<file path="src/rtl/gpu_axi_regs_if.sv">
// AXI4-lite bundle for the GPU control/status register target.
// Slave side faces the register file, master side faces the host.
interface gpu_axi_regs_if #(
  parameter int ADDR_WIDTH = 32
);
  logic [ADDR_WIDTH-1:0] awaddr;
  logic [2:0]            awprot;
  logic                  awvalid;
  logic                  awready;
  logic [31:0]           wdata;
  logic [3:0]            wstrb;
  logic                  wvalid;
  logic                  wready;
  logic [1:0]            bresp;
  logic                  bvalid;
  logic                  bready;
  logic [ADDR_WIDTH-1:0] araddr;
  logic [2:0]            arprot;
  logic                  arvalid;
  logic                  arready;
  logic [31:0]           rdata;
  logic [1:0]            rresp;
  logic                  rvalid;
  logic                  rready;

  modport slave (
    input  awaddr, awprot, awvalid,
    output awready,
    input  wdata, wstrb, wvalid,
    output wready,
    output bresp, bvalid,
    input  bready,
    input  araddr, arprot, arvalid,
    output arready,
    output rdata, rresp, rvalid,
    input  rready
  );

  modport master (
    output awaddr, awprot, awvalid,
    input  awready,
    output wdata, wstrb, wvalid,
    input  wready,
    input  bresp, bvalid,
    output bready,
    output araddr, arprot, arvalid,
    input  arready,
    input  rdata, rresp, rvalid,
    output rready
  );
endinterface

</file>
<file path="src/rtl/gpu_axi_regs.sv">
// GPU control/status AXI4-lite register file.
// Frame config, start pulse, busy/done tracking and level irq.
module gpu_axi_regs #(
  parameter int          ADDR_WIDTH = 32,
  parameter logic [31:0] VERSION    = 32'h0001_0000
) (
  input  logic                  clk,
  input  logic                  rst,
  gpu_axi_regs_if.slave         bus,
  input  logic                  frame_end,
  output logic                  frame_start,
  output logic [31:0]           triangles_count,
  output logic [ADDR_WIDTH-1:0] base_addr_vertex,
  output logic [ADDR_WIDTH-1:0] base_addr_color,
  output logic                  irq
);
  localparam logic [1:0] OKAY   = 2'b00;
  localparam logic [1:0] SLVERR = 2'b10;

  logic        aw_held_q, aw_held_d;
  logic [5:0]  aw_idx_q,  aw_idx_d;
  logic        w_held_q,  w_held_d;
  logic [31:0] w_data_q,  w_data_d;
  logic [3:0]  w_strb_q,  w_strb_d;
  logic        bvalid_q,  bvalid_d;
  logic [1:0]  bresp_q,   bresp_d;
  logic        rvalid_q,  rvalid_d;
  logic [31:0] rdata_q,   rdata_d;
  logic [1:0]  rresp_q,   rresp_d;
  logic        irq_en_q,  irq_en_d;
  logic        busy_q,    busy_d;
  logic        done_q,    done_d;
  logic [31:0] tri_q,     tri_d;
  logic [31:0] vtx_q,     vtx_d;
  logic [31:0] col_q,     col_d;
  logic        fstart_q,  fstart_d;
  logic        irq_q,     irq_d;

  logic        aw_fire, w_fire, ar_fire, wr_en;
  logic        start, done_clr;
  logic [5:0]  widx, ridx;
  logic [31:0] wd;
  logic [3:0]  ws;
  logic [31:0] rd_val;
  logic        rd_ok;
  logic        unused_ok;

  function automatic logic [31:0] merge(
    input logic [31:0] old_v,
    input logic [31:0] new_v,
    input logic [3:0]  strb
  );
    logic [31:0] r;
    r = old_v;
    for (int n = 0; n < 4; n++)
      if (strb[n]) r[8*n +: 8] = new_v[8*n +: 8];
    return r;
  endfunction

  assign bus.awready = !aw_held_q && !bvalid_q;
  assign bus.wready  = !w_held_q && !bvalid_q;
  assign bus.arready = !rvalid_q;
  assign bus.bvalid  = bvalid_q;
  assign bus.bresp   = bresp_q;
  assign bus.rvalid  = rvalid_q;
  assign bus.rdata   = rdata_q;
  assign bus.rresp   = rresp_q;

  assign frame_start      = fstart_q;
  assign irq              = irq_q;
  assign triangles_count  = tri_q;
  assign base_addr_vertex = vtx_q[ADDR_WIDTH-1:0];
  assign base_addr_color  = col_q[ADDR_WIDTH-1:0];

  assign unused_ok = ^{bus.awprot, bus.arprot,
                       bus.awaddr, bus.araddr};

  assign ridx = bus.araddr[7:2];

  // Read-side register mux; unmapped offsets read 0 with SLVERR
  always_comb begin
    rd_val = '0;
    rd_ok  = 1'b1;
    unique case (ridx)
      6'd0:    rd_val = {30'd0, irq_en_q, 1'b0};
      6'd1:    rd_val = {30'd0, done_q, busy_q};
      6'd2:    rd_val = tri_q;
      6'd3:    rd_val = vtx_q;
      6'd4:    rd_val = col_q;
      6'd5:    rd_val = VERSION;
      default: rd_ok  = 1'b0;
    endcase
  end

  // Next-state: channel holds, register writes, frame control, reads
  always_comb begin
    aw_held_d = aw_held_q;
    aw_idx_d  = aw_idx_q;
    w_held_d  = w_held_q;
    w_data_d  = w_data_q;
    w_strb_d  = w_strb_q;
    bvalid_d  = bvalid_q;
    bresp_d   = bresp_q;
    rvalid_d  = rvalid_q;
    rdata_d   = rdata_q;
    rresp_d   = rresp_q;
    irq_en_d  = irq_en_q;
    busy_d    = busy_q;
    tri_d     = tri_q;
    vtx_d     = vtx_q;
    col_d     = col_q;
    start     = 1'b0;
    done_clr  = 1'b0;

    aw_fire = bus.awvalid && bus.awready;
    w_fire  = bus.wvalid && bus.wready;
    ar_fire = bus.arvalid && bus.arready;
    wr_en   = (aw_held_q || aw_fire) && (w_held_q || w_fire);

    widx = aw_held_q ? aw_idx_q : bus.awaddr[7:2];
    wd   = w_held_q ? w_data_q : bus.wdata;
    ws   = w_held_q ? w_strb_q : bus.wstrb;

    if (aw_fire) begin
      aw_held_d = 1'b1;
      aw_idx_d  = bus.awaddr[7:2];
    end
    if (w_fire) begin
      w_held_d = 1'b1;
      w_data_d = bus.wdata;
      w_strb_d = bus.wstrb;
    end
    if (bvalid_q && bus.bready)
      bvalid_d = 1'b0;

    if (wr_en) begin
      aw_held_d = 1'b0;
      w_held_d  = 1'b0;
      bvalid_d  = 1'b1;
      bresp_d   = (widx < 6'd6) ? OKAY : SLVERR;
      unique case (widx)
        6'd0: begin
          if (ws[0]) irq_en_d = wd[1];
          start = ws[0] && wd[0] && !busy_q;
        end
        6'd1:    done_clr = ws[0] && wd[1];
        6'd2:    tri_d = merge(tri_q, wd, ws);
        6'd3:    vtx_d = merge(vtx_q, wd, ws);
        6'd4:    col_d = merge(col_q, wd, ws);
        default: ;
      endcase
    end

    fstart_d = start;
    if (frame_end) busy_d = 1'b0;
    if (start)     busy_d = 1'b1;
    done_d = (done_q && !done_clr) || frame_end;
    irq_d  = done_q && irq_en_q;

    if (rvalid_q && bus.rready)
      rvalid_d = 1'b0;
    if (ar_fire) begin
      rvalid_d = 1'b1;
      rdata_d  = rd_val;
      rresp_d  = rd_ok ? OKAY : SLVERR;
    end
  end

  // State registers with synchronous reset
  always_ff @(posedge clk) begin
    if (rst) begin
      aw_held_q <= 1'b0;
      aw_idx_q  <= '0;
      w_held_q  <= 1'b0;
      w_data_q  <= '0;
      w_strb_q  <= '0;
      bvalid_q  <= 1'b0;
      bresp_q   <= OKAY;
      rvalid_q  <= 1'b0;
      rdata_q   <= '0;
      rresp_q   <= OKAY;
      irq_en_q  <= 1'b0;
      busy_q    <= 1'b0;
      done_q    <= 1'b0;
      tri_q     <= '0;
      vtx_q     <= '0;
      col_q     <= '0;
      fstart_q  <= 1'b0;
      irq_q     <= 1'b0;
    end else begin
      aw_held_q <= aw_held_d;
      aw_idx_q  <= aw_idx_d;
      w_held_q  <= w_held_d;
      w_data_q  <= w_data_d;
      w_strb_q  <= w_strb_d;
      bvalid_q  <= bvalid_d;
      bresp_q   <= bresp_d;
      rvalid_q  <= rvalid_d;
      rdata_q   <= rdata_d;
      rresp_q   <= rresp_d;
      irq_en_q  <= irq_en_d;
      busy_q    <= busy_d;
      done_q    <= done_d;
      tri_q     <= tri_d;
      vtx_q     <= vtx_d;
      col_q     <= col_d;
      fstart_q  <= fstart_d;
      irq_q     <= irq_d;
    end
  end
endmodule

</file>
<file path="src/flat_wrapper.sv">
// flat-port wrapper written by rule: the top's interface ports become plain ports
module gpu_axi_regs_flat 
#(
  parameter int          ADDR_WIDTH = 32,
  parameter logic [31:0] VERSION    = 32'h0001_0000
)
  (clk, rst, frame_end, frame_start, triangles_count, base_addr_vertex, base_addr_color, irq, bus_awaddr, bus_awprot, bus_awvalid, bus_awready, bus_wdata, bus_wstrb, bus_wvalid, bus_wready, bus_bresp, bus_bvalid, bus_bready, bus_araddr, bus_arprot, bus_arvalid, bus_arready, bus_rdata, bus_rresp, bus_rvalid, bus_rready);
  gpu_axi_regs_if #(.ADDR_WIDTH(ADDR_WIDTH)) bus_i ();
  input  logic clk;
  input  logic rst;
  input  logic frame_end;
  output logic frame_start;
  output logic [31:0] triangles_count;
  output logic [ADDR_WIDTH-1:0] base_addr_vertex;
  output logic [ADDR_WIDTH-1:0] base_addr_color;
  output logic irq;
  input wire logic [$bits(bus_i.awaddr)-1:0] bus_awaddr;
  input wire logic [$bits(bus_i.awprot)-1:0] bus_awprot;
  input wire logic [$bits(bus_i.awvalid)-1:0] bus_awvalid;
  output wire logic [$bits(bus_i.awready)-1:0] bus_awready;
  input wire logic [$bits(bus_i.wdata)-1:0] bus_wdata;
  input wire logic [$bits(bus_i.wstrb)-1:0] bus_wstrb;
  input wire logic [$bits(bus_i.wvalid)-1:0] bus_wvalid;
  output wire logic [$bits(bus_i.wready)-1:0] bus_wready;
  output wire logic [$bits(bus_i.bresp)-1:0] bus_bresp;
  output wire logic [$bits(bus_i.bvalid)-1:0] bus_bvalid;
  input wire logic [$bits(bus_i.bready)-1:0] bus_bready;
  input wire logic [$bits(bus_i.araddr)-1:0] bus_araddr;
  input wire logic [$bits(bus_i.arprot)-1:0] bus_arprot;
  input wire logic [$bits(bus_i.arvalid)-1:0] bus_arvalid;
  output wire logic [$bits(bus_i.arready)-1:0] bus_arready;
  output wire logic [$bits(bus_i.rdata)-1:0] bus_rdata;
  output wire logic [$bits(bus_i.rresp)-1:0] bus_rresp;
  output wire logic [$bits(bus_i.rvalid)-1:0] bus_rvalid;
  input wire logic [$bits(bus_i.rready)-1:0] bus_rready;
  assign bus_i.awaddr = bus_awaddr;
  assign bus_i.awprot = bus_awprot;
  assign bus_i.awvalid = bus_awvalid;
  assign bus_awready = bus_i.awready;
  assign bus_i.wdata = bus_wdata;
  assign bus_i.wstrb = bus_wstrb;
  assign bus_i.wvalid = bus_wvalid;
  assign bus_wready = bus_i.wready;
  assign bus_bresp = bus_i.bresp;
  assign bus_bvalid = bus_i.bvalid;
  assign bus_i.bready = bus_bready;
  assign bus_i.araddr = bus_araddr;
  assign bus_i.arprot = bus_arprot;
  assign bus_i.arvalid = bus_arvalid;
  assign bus_arready = bus_i.arready;
  assign bus_rdata = bus_i.rdata;
  assign bus_rresp = bus_i.rresp;
  assign bus_rvalid = bus_i.rvalid;
  assign bus_i.rready = bus_rready;
  gpu_axi_regs #(.ADDR_WIDTH(ADDR_WIDTH), .VERSION(VERSION)) u_core (.clk(clk), .rst(rst), .bus(bus_i), .frame_end(frame_end), .frame_start(frame_start), .triangles_count(triangles_count), .base_addr_vertex(base_addr_vertex), .base_addr_color(base_addr_color), .irq(irq));
endmodule
</file>
<file path="config.mk">
export PLATFORM = sky130hd
export DESIGN_NAME = gpu_axi_regs_flat
export DESIGN_NICKNAME = d
export VERILOG_FILES = /design/src/rtl/gpu_axi_regs_if.sv /design/src/rtl/gpu_axi_regs.sv /design/src/flat_wrapper.sv
export SDC_FILE = /design/constraint.sdc
export NUM_CORES = 1
export LEC_CHECK = 0
export CAP_MARGIN = 20
export CORE_MARGIN = 5
export CORE_UTILIZATION = 32
export CTS_CLUSTER_SIZE = 25
export DETAILED_ROUTE_END_ITERATION = 16
export PLACE_DENSITY_LB_ADDON = 0.2
export SYNTH_ARGS = -nofsm -noshare
export SYNTH_HDL_FRONTEND = slang
export SYNTH_SLANG_ARGS = --single-unit
</file>
<file path="constraint.sdc">
create_clock -name clk -period 4.7 [get_ports clk]
set_input_delay 0.94 -clock clk [delete_from_list [all_inputs] [get_ports clk]]
set_output_delay 0.94 -clock clk [all_outputs]
set_load 0.01 [all_outputs]
</file>
==> results of run 1 <==
## critical path, stage by stage
cell	delay [ps]
clkdlybuf4s50_1	420
or4_1	570
a222oi_1	340
buf_4	360
nand3_2	390
mux2i_1	220
## final timing paths
check / slack (ps) / from / endpoint / depth (start not counted)
hold / removal: 450 / u_core.bus.rdata[1] / u_core.bus.rdata[1] / 2
setup reg to reg: 2010 / u_core.w_held_q / u_core.base_addr_vertex[22] / 5
hold reg to reg: 450 / u_core.bus.rdata[1] / u_core.bus.rdata[1] / 2
setup / recovery: 1750 / bus_awaddr[7] / u_core.base_addr_vertex[11] / 6
## sequential cells by signal, summed over array words and instances, names as in the netlist, 4 cells and up
register	flops
u_core.aw_idx_q	6
u_core.base_addr_color	32
u_core.base_addr_vertex	32
u_core.bus.rdata	32
u_core.triangles_count	32
u_core.w_data_q	32
u_core.w_strb_q	4
## power by group through the flow
stage                     logic [mW]  clock network, mW  registers, mW
after floorplan                0.256                  0           1.63
after global placement         0.396                  0           1.64
after detailed placement       0.398                  0           1.64
after CTS                      0.399               1.42           1.60
after global routing           0.429               1.48           1.61
final                          0.395               1.38           1.60
## cell families after synthesis
kind of cell    share of synthesized area [%]
other cells                            0.0457
flops                                    44.2
simple gates                             20.3
mux                                      18.0
compound gates                           13.7
buf+inv                                  3.74
## stage by stage
step                      setup slack, ps  area (sq um)
final                                1750         10900
after global routing                 1660         10900
after CTS                            1760         10900
after detailed placement             1300         10400
after global placement               1310         10400
after floorplan                      1820          8210
## synthesized netlist by cell type, types with 2 or more instances
cell	instances
mux2i_1	144
and2_1	2
nand2b_1	100
nand3b_1	2
buf_4	2
dfxtp_1	181
nand3_2	3
or2b_2	2
a22o_1	30
clkbuf_1	52
nor2_1	23
buf_6	4
a21oi_1	41
a221oi_1	2
a222oi_1	30
nor3_1	4
or2_2	33
nand2_1	110
inv_1	6
nand3_4	8
a211oi_1	32
buf_1	4
## layout make-up
cell class | instances | area [sq um]
multi-input cells | 592 | 4300
flip-flops and latches | 181 | 3620
repair buffers | 202 | 2010
well taps | 330 | 413
clock buffers | 22 | 454
inverters | 6 | 22.5
fillers | 2455 | 14300
clock inverters | 10 | 98.8
## cells in the final DEF (no fill, tap or decap), drive strengths merged, types with 2 or more instances in the layout
master	netlist	layout
a211oi	32	32
a21oi	41	41
a221oi	2	2
a222oi	30	30
a22o	30	30
and2	2	2
buf	10	11
clkbuf	53	22
clkdlybuf4s50	0	191
clkinv	0	3
clkinvlp	0	4
conb	1	2
dfxtp	181	181
inv	6	8
mux2i	144	144
nand2	110	110
nand2b	100	100
nand3	12	12
nand3b	2	2
nor2	23	23
nor3	4	4
or2	33	33
or2b	2	2
or3	2	2
## routing by layer
| metal | track usage (%) | part of all wire (%) | wire length [um] | up-vias |
|---|---|---|---|---|
| li1 | - | - | - | 3312 |
| met1 | 24.6 | 48 | 12600 | 3172 |
| met2 | 27.5 | 45 | 11800 | 221 |
| met5 | 0 | 0 | 0 | - |
| met4 | 4.06 | 0.79 | 208 | 0 |
| met3 | 4.60 | 6.1 | 1610 | 14 |
==> results.yml, run 1 <==
outcome:
  status: "finished clean"
pwr:
  vdd_drop_max_mv: 0.146
  power_frac_seq_pct: 47.5
  power.switching_mw: 0.886
  p_leak_nw: 4.24
  p_int_mw: 2.49
  comb_power_share_pct: 11.7
  swShare_pct: 26.2
  power.share.clock_pct: 40.8
  powerDensity_mw_per_mm2: 309
  power.total_mw: 3.37
routing:
  ant_nets: 0
  drt_iter0_drc: 447
  viasPerCell: 5.00
  firstDrtPassIters: 5
  post_drt_wl_per_cell_um: 19.6
  drc: 0
  wl_um: 26300
  num_vias: 6719
die:
  fp.dieH_um: 170
  rows: 58
  core_area_sq_mm: 0.0252
  die_w_um: 170
  die-area_sq_mm: 0.0289
  ios: 253
  initial_core_util_pct: 32.6
final_layout:
  area_growth_syn_to_layout_pct: 33.2
  finish.utilization_pct: 43.4
  num-nets-final: 1114
  insertedDiodeCount: 0
  fin_cells: 1343
  layout-drive-gt1-share_pct: 10.2
run:
  drv_cap: 0
logic_synthesis:
  synthTopCellsByArea: "dfxtp_1 (44%), mux2i_1 (18%), nand2b_1 (7.6%), nand2_1 (5.0%), a222oi_1 (3.7%)"
  synthArstFlopShare_pct: 0
  yosys_warnings: 0
  synth.top_cell.area_share_pct: 44.2
  ys_ff_latch: 181
  yosys.area.top_type: "dfxtp_1"
  ys_seq_area_share_pct: 44.2
  synth_edf_count: 0
  synth_area_per_cell_sq_um: 9.75
  synth.distinct_cells: 48
  syn_area_sq_mm: 0.00820
  netlist_instances: 841
  synth_flop_cell: "dfxtp_1"
sta:
  hold_violations: 0
  min_period_ps: 2950
  tns_ps: 0
  fin_worst_hold_slack_ps: 451
  slew_headroom_pct: 35.1
  period_share_pct: 62.9
  rsz0062_at_grt: "false"
  slew_violations: 0
  clock_skew_ps: 12.6
  max_freq_mhz: 339
  max_slew.worst_pin.slew_ps: 972
  setup_viol: 0
cts:
  cts_made_buffers: 17
  cts_setup_buffers: 0
  clk_path_buf_depth: 2
  cts_tree: "built"
  clk_latency_ps: 430
  cts_resized: 0
  path_clk_slew_ps: 70
  cts_hold_buf: 0
  htreeDepth: 4
  root_buffer: "clkbuf_16"
  clock_sinks: 181
global_routing:
  track_usage_pct: 17.7
  grt_pass1_vias: 6549
  grt.overflow.total: 0
  antenna_found_initial: 0
  grt_start_max_net_pins: 121
  grt_first_pass_wirelength_um: 39800
min_path:
  hp-class: "reg -> reg"
critical_path:
  critical_path_class: "in -> reg"
  critPathRequiredTime_ps: 5010
  critPathCaptureType: "flop"
  cp_max_fo: 13
  arrival_ps: 3260
  cp-start-kind: "primary input"
place:
  gp_congestion: 0.743
  hpwl_um: 17400
  dp_cells: 1311
  port_buffers: 192
Power figures use the tool's default switching activity.
==> run 2: changes to the inputs <==
==> constraint.sdc (replaced) <==
create_clock -name clk -period 2.44 [get_ports clk]
set_input_delay 0.488 -clock clk [delete_from_list [all_inputs] [get_ports clk]]
set_output_delay 0.488 -clock clk [all_outputs]
set_load 0.01 [all_outputs]
==> run 2 against run 1 <==
Clock skew shrank 0.78 ps. Die area is the same. Setup slack got worse by 1600 ps. Power is 100% higher. Critical path depth increased by 1. Register-to-register slack got worse by 1700 ps. Core utilization grew 1.7 points. Cell area up 4.0%. Clock power increased by 120%. Largest cell class unchanged. Largest power group unchanged. Highest routed layer is now met5.
==> results.yml, run 2 (synthesis gave the netlist of run 1 again) <==
die:
  core_area_sq_mm: 0.0252
  initial_core_util_pct: 32.6
  die_w_um: 170
  rows: 58
  ios: 253
  fp.dieH_um: 170
  die-area_sq_mm: 0.0289
critical_path:
  cp_common_cell: "buf_4"
  critical-path-top-delay-family: "buffers and inverters"
  arrival_ps: 2620
  cp.buffers_inverters: 3
  critPathMaxStageDelay_ps: 550
  critPathCaptureType: "flop"
  worstPathCellList: "clkdlybuf4s50_1, or4_1, a222oi_1, buf_4, buf_4, nand3_4, mux2i_1"
  critical_path_class: "in -> reg"
  cp-start-kind: "primary input"
  critPathRequiredTime_ps: 2750
  slowest_stage: "or4_1"
  cp_max_fo: 8
cts:
  cts_made_buffers: 17
  path_clk_slew_ps: 70
  clock_sinks: 181
  cts_tree: "built"
  htreeDepth: 4
  cts_hold_buf: 0
  cts_resized: 0
  clk_latency_ps: 430
  root_buffer: "clkbuf_16"
  cts_setup_buffers: 0
  clk_path_buf_depth: 2
min_path:
  hp-class: "in -> reg"
sta:
  period_share_pct: 94.7
  slew_violations: 0
  max_freq_mhz: 433
  max_slew.worst_pin.slew_ps: 589
  clock_skew_ps: 11.8
  setup_viol: 0
  min_period_ps: 2310
  worst_slack_ps: 129
  hold_violations: 0
  tns_ps: 0
  rsz0062_at_grt: "false"
  slew_headroom_pct: 60.8
final_layout:
  final_common_cell: "clkdlybuf4s50_1"
  area_growth_syn_to_layout_pct: 38.6
  insertedDiodeCount: 0
  fin_cells: 1371
  num-nets-final: 1143
  layout-drive-gt1-share_pct: 12.9
  layout_common_cells: "clkdlybuf4s50_1 (191), dfxtp_1 (180), mux2i_1 (144)"
global_routing:
  grt.overflow.total: 0
  grt_pass1_vias: 6701
  grt_first_pass_wirelength_um: 39900
  grt_start_max_net_pins: 72
  antenna_found_initial: 3
  track_usage_pct: 17.6
pwr:
  power.share.clock_pct: 43.3
  power_frac_seq_pct: 44.7
  comb_power_share_pct: 12.0
  vdd_drop_max_mv: 0.287
  p_int_mw: 5.14
  swShare_pct: 25.5
  p_leak_nw: 4.48
  power.total_mw: 6.90
  powerDensity_mw_per_mm2: 607
  power.switching_mw: 1.76
place:
  dp_cells: 1340
  port_buffers: 192
  gp_congestion: 0.792
  place_ws_ps: -311
  hpwl_um: 18100
routing:
  drc: 0
  drt_iter0_drc: 575
  num_vias: 6935
  post_drt_wl_per_cell_um: 19.1
  viasPerCell: 5.06
  firstDrtPassIters: 6
  ant_nets: 0
  wl_um: 26100
run:
  drv_cap: 0
outcome:
  status: "finished clean"
==> run 2: cell types whose count changed in the layout (fill, tap and decap cells not counted), sizes merged <==
cell	before	now
buf	11	40
clkbuf	22	18
bufinv	1	4
inv	8	11
clkinvlp	4	2
clkinv	3	2
==> run 2: final cells by class <==
class	instances	area, sq um
multi-input combinational	592	4300
timing repair buffer	231	2380
fill	2382	13800
sequential	181	3620
inverter	6	22.5
tap	330	413
clock buffer	18	429
clock inverter	13	195
==> run 2: per-layer routing <==
metal / wire length (um) / track usage (%) / vias to the layer above
met2: 11800 / 27.6 / 224
met4: 218 / 3.92 / 4
met1: 12300 / 24.6 / 3319
li1: - / - / 3366
met3: 1830 / 4.23 / 22
met5: 34 / 0 / -
==> run 2: metrics by stage <==
step	util, %	hold WS (ps)	instance area, sq um
5_1_grt	45.1	400	11400
2_1_floorplan	-	420	8210
3_3_place_gp	42.7	441	10700
6_report	45.1	405	11400
3_5_place_dp	42.7	446	10700
4_1_cts	45.1	382	11400
==> run 2: worst register-to-register path: cells and delay by family (launching register included) <==
kind | cells | cell delay [ps]
simple gates | 2 | 750
compound gates | 1 | 380
flops | 1 | 340
mux | 1 | 200
buf+inv | 2 | 410
==> run 2: final timing paths <==
path                      start  depth (start not counted)                        end  slack (ps)
max reg2reg    u_core.aw_held_q                          6  u_core.base_addr_color[7]         260
max               bus_awaddr[7]                          7  u_core.base_addr_color[7]         130
min reg2reg  u_core.w_strb_q[3]                          2         u_core.w_strb_q[3]         450
min                         rst                          2         u_core.aw_idx_q[1]         400
==> run 2: power by group through the flow <==
stage          clock, mW  combinational (mW)  sequential, mW
3_5_place_dp           0               0.835            3.15
3_3_place_gp           0               0.829            3.15
6_report            2.99               0.831            3.08
4_1_cts             3.06               0.837            3.08
2_1_floorplan          0               0.494            3.13
5_1_grt             3.17               0.900            3.09
==> run 3: changes to the inputs <==
--- a/config.mk
+++ b/config.mk
@@ -11,6 +11,7 @@
 export CTS_CLUSTER_SIZE = 25
 export DETAILED_ROUTE_END_ITERATION = 16
 export PLACE_DENSITY_LB_ADDON = 0.2
+export REMOVE_ABC_BUFFERS = 1
 export SYNTH_ARGS = -nofsm -noshare
 export SYNTH_HDL_FRONTEND = slang
 export SYNTH_SLANG_ARGS = --single-unit
==> run 3 against run 2 <==
Clock power down 11%. Cell area decreased by 0.67%. Clock-buffer cell count increased by 2. Combinational power hardly changed. Critical path depth unchanged. Via count shrank 1.4%.
==> results.yml, run 3 (synthesis gave the netlist of run 1 again) <==
cts:
  cts_hold_buf: 0
  cts_made_buffers: 17
  clk_latency_ps: 420
  root_buffer: "clkbuf_16"
  htreeDepth: 4
  cts_tree: "built"
  path_clk_slew_ps: 70
  cts_setup_buffers: 0
  cts_resized: 0
  clk_path_buf_depth: 2
  clock_sinks: 181
place:
  port_buffers: 192
  dp_cells: 1343
  placed_area_sq_mm: 0.0107
  gp_congestion: 0.748
  place_ws_ps: -300
  hpwl_um: 16800
pwr:
  power.total_mw: 6.57
  p_leak_nw: 4.44
  comb_power_share_pct: 12.6
  p_int_mw: 4.78
  power.switching_mw: 1.79
  power_frac_seq_pct: 46.8
  powerDensity_mw_per_mm2: 582
  vdd_drop_max_mv: 0.448
  power.share.clock_pct: 40.5
  swShare_pct: 27.2
sta:
  max_slew.worst_pin.slew_ps: 657
  period_share_pct: 94.0
  min_period_ps: 2290
  max_freq_mhz: 436
  rsz0062_at_grt: "false"
  tns_ps: 0
  fin_worst_hold_slack_ps: 453
  slew_headroom_pct: 56.2
  slew_violations: 0
  worst_slack_ps: 146
  clock_skew_ps: 11.1
  setup_viol: 0
  hold_violations: 0
global_routing:
  track_usage_pct: 16.9
  grt.overflow.total: 0
  grt_pass1_vias: 6687
  grt_start_max_net_pins: 98
  grt_first_pass_wirelength_um: 38900
  antenna_found_initial: 1
routing:
  post_drt_wl_per_cell_um: 18.0
  ant_nets: 0
  drc: 0
  viasPerCell: 4.97
  firstDrtPassIters: 6
  num_vias: 6835
  drt_iter0_drc: 425
  wl_um: 24800
min_path:
  hp-class: "reg -> reg"
die:
  core_area_sq_mm: 0.0252
  fp.dieH_um: 170
  rows: 58
  initial_core_util_pct: 32.6
  die-area_sq_mm: 0.0289
  die_w_um: 170
  ios: 253
final_layout:
  insertedDiodeCount: 0
  layout_common_cells: "clkdlybuf4s50_1 (191), dfxtp_1 (180), mux2i_1 (144)"
  final_common_cell: "clkdlybuf4s50_1"
  layout-drive-gt1-share_pct: 13.1
  num-nets-final: 1146
  area_growth_syn_to_layout_pct: 37.6
  final_area_sq_mm: 0.0113
  fin_cells: 1375
  finish.utilization_pct: 44.8
critical_path:
  critPathMaxStageDelay_ps: 540
  worstPathCellList: "clkdlybuf4s50_1, or4_1, a222oi_1, buf_4, buf_4, nand3_4, o41ai_2"
  cp_common_cell: "buf_4"
  critPathRequiredTime_ps: 2760
  critical-path-top-delay-family: "buffers and inverters"
  critPathCaptureType: "flop"
  cp_max_fo: 5
  arrival_ps: 2620
  cp.buffers_inverters: 3
  slowest_stage: "or4_1"
  critical_path_class: "in -> reg"
  cp-start-kind: "primary input"
run:
  drv_cap: 0
outcome:
  status: "finished clean"
==> run 3: worst min-delay path: stages, from the launching register on <==
cell and delay [ps]:
dfxtp_1 330, nand2_1 60, nor2_1 30
==> run 3: cell type report <==
class	instances	area, sq um
clock inverter	12	116
tap	330	413
multi-input combinational	592	4300
fill	2420	13900
inverter	6	22.5
sequential	181	3620
clock buffer	20	447
timing repair buffer	234	2360
==> run 3: per-layer routing <==
layer / GRT usage, % / share of wire (%) / vias to the layer above / wire length [um]
met3: 4.04 / 6.3 / 14 / 1560
met5: 0 / 0.053 / - / 13
met4: 3.44 / 0.59 / 2 / 145
li1: - / - / 3371 / -
met2: 27.3 / 47 / 198 / 11600
met1: 23.0 / 46 / 3250 / 11500
==> run 3: worst paths after layout <==
path / end / slack (ps) / cells past startpoint / from
setup reg to reg: u_core.busy_q / 310 / 6 / u_core.aw_held_q
hold / removal: u_core.irq / 450 / 2 / u_core.irq_en_q
setup / recovery: u_core.busy_q / 150 / 7 / bus_awaddr[7]
hold reg to reg: u_core.irq / 450 / 2 / u_core.irq_en_q
==> run 3: power by group through the flow <==
stage          logic [mW]  clock network [mW]  registers [mW]
3_3_place_gp        0.829                   0            3.14
4_1_cts             0.838                2.75            3.08
2_1_floorplan       0.400                   0            3.16
3_5_place_dp        0.835                   0            3.15
5_1_grt             0.906                2.87            3.08
6_report            0.828                2.66            3.08
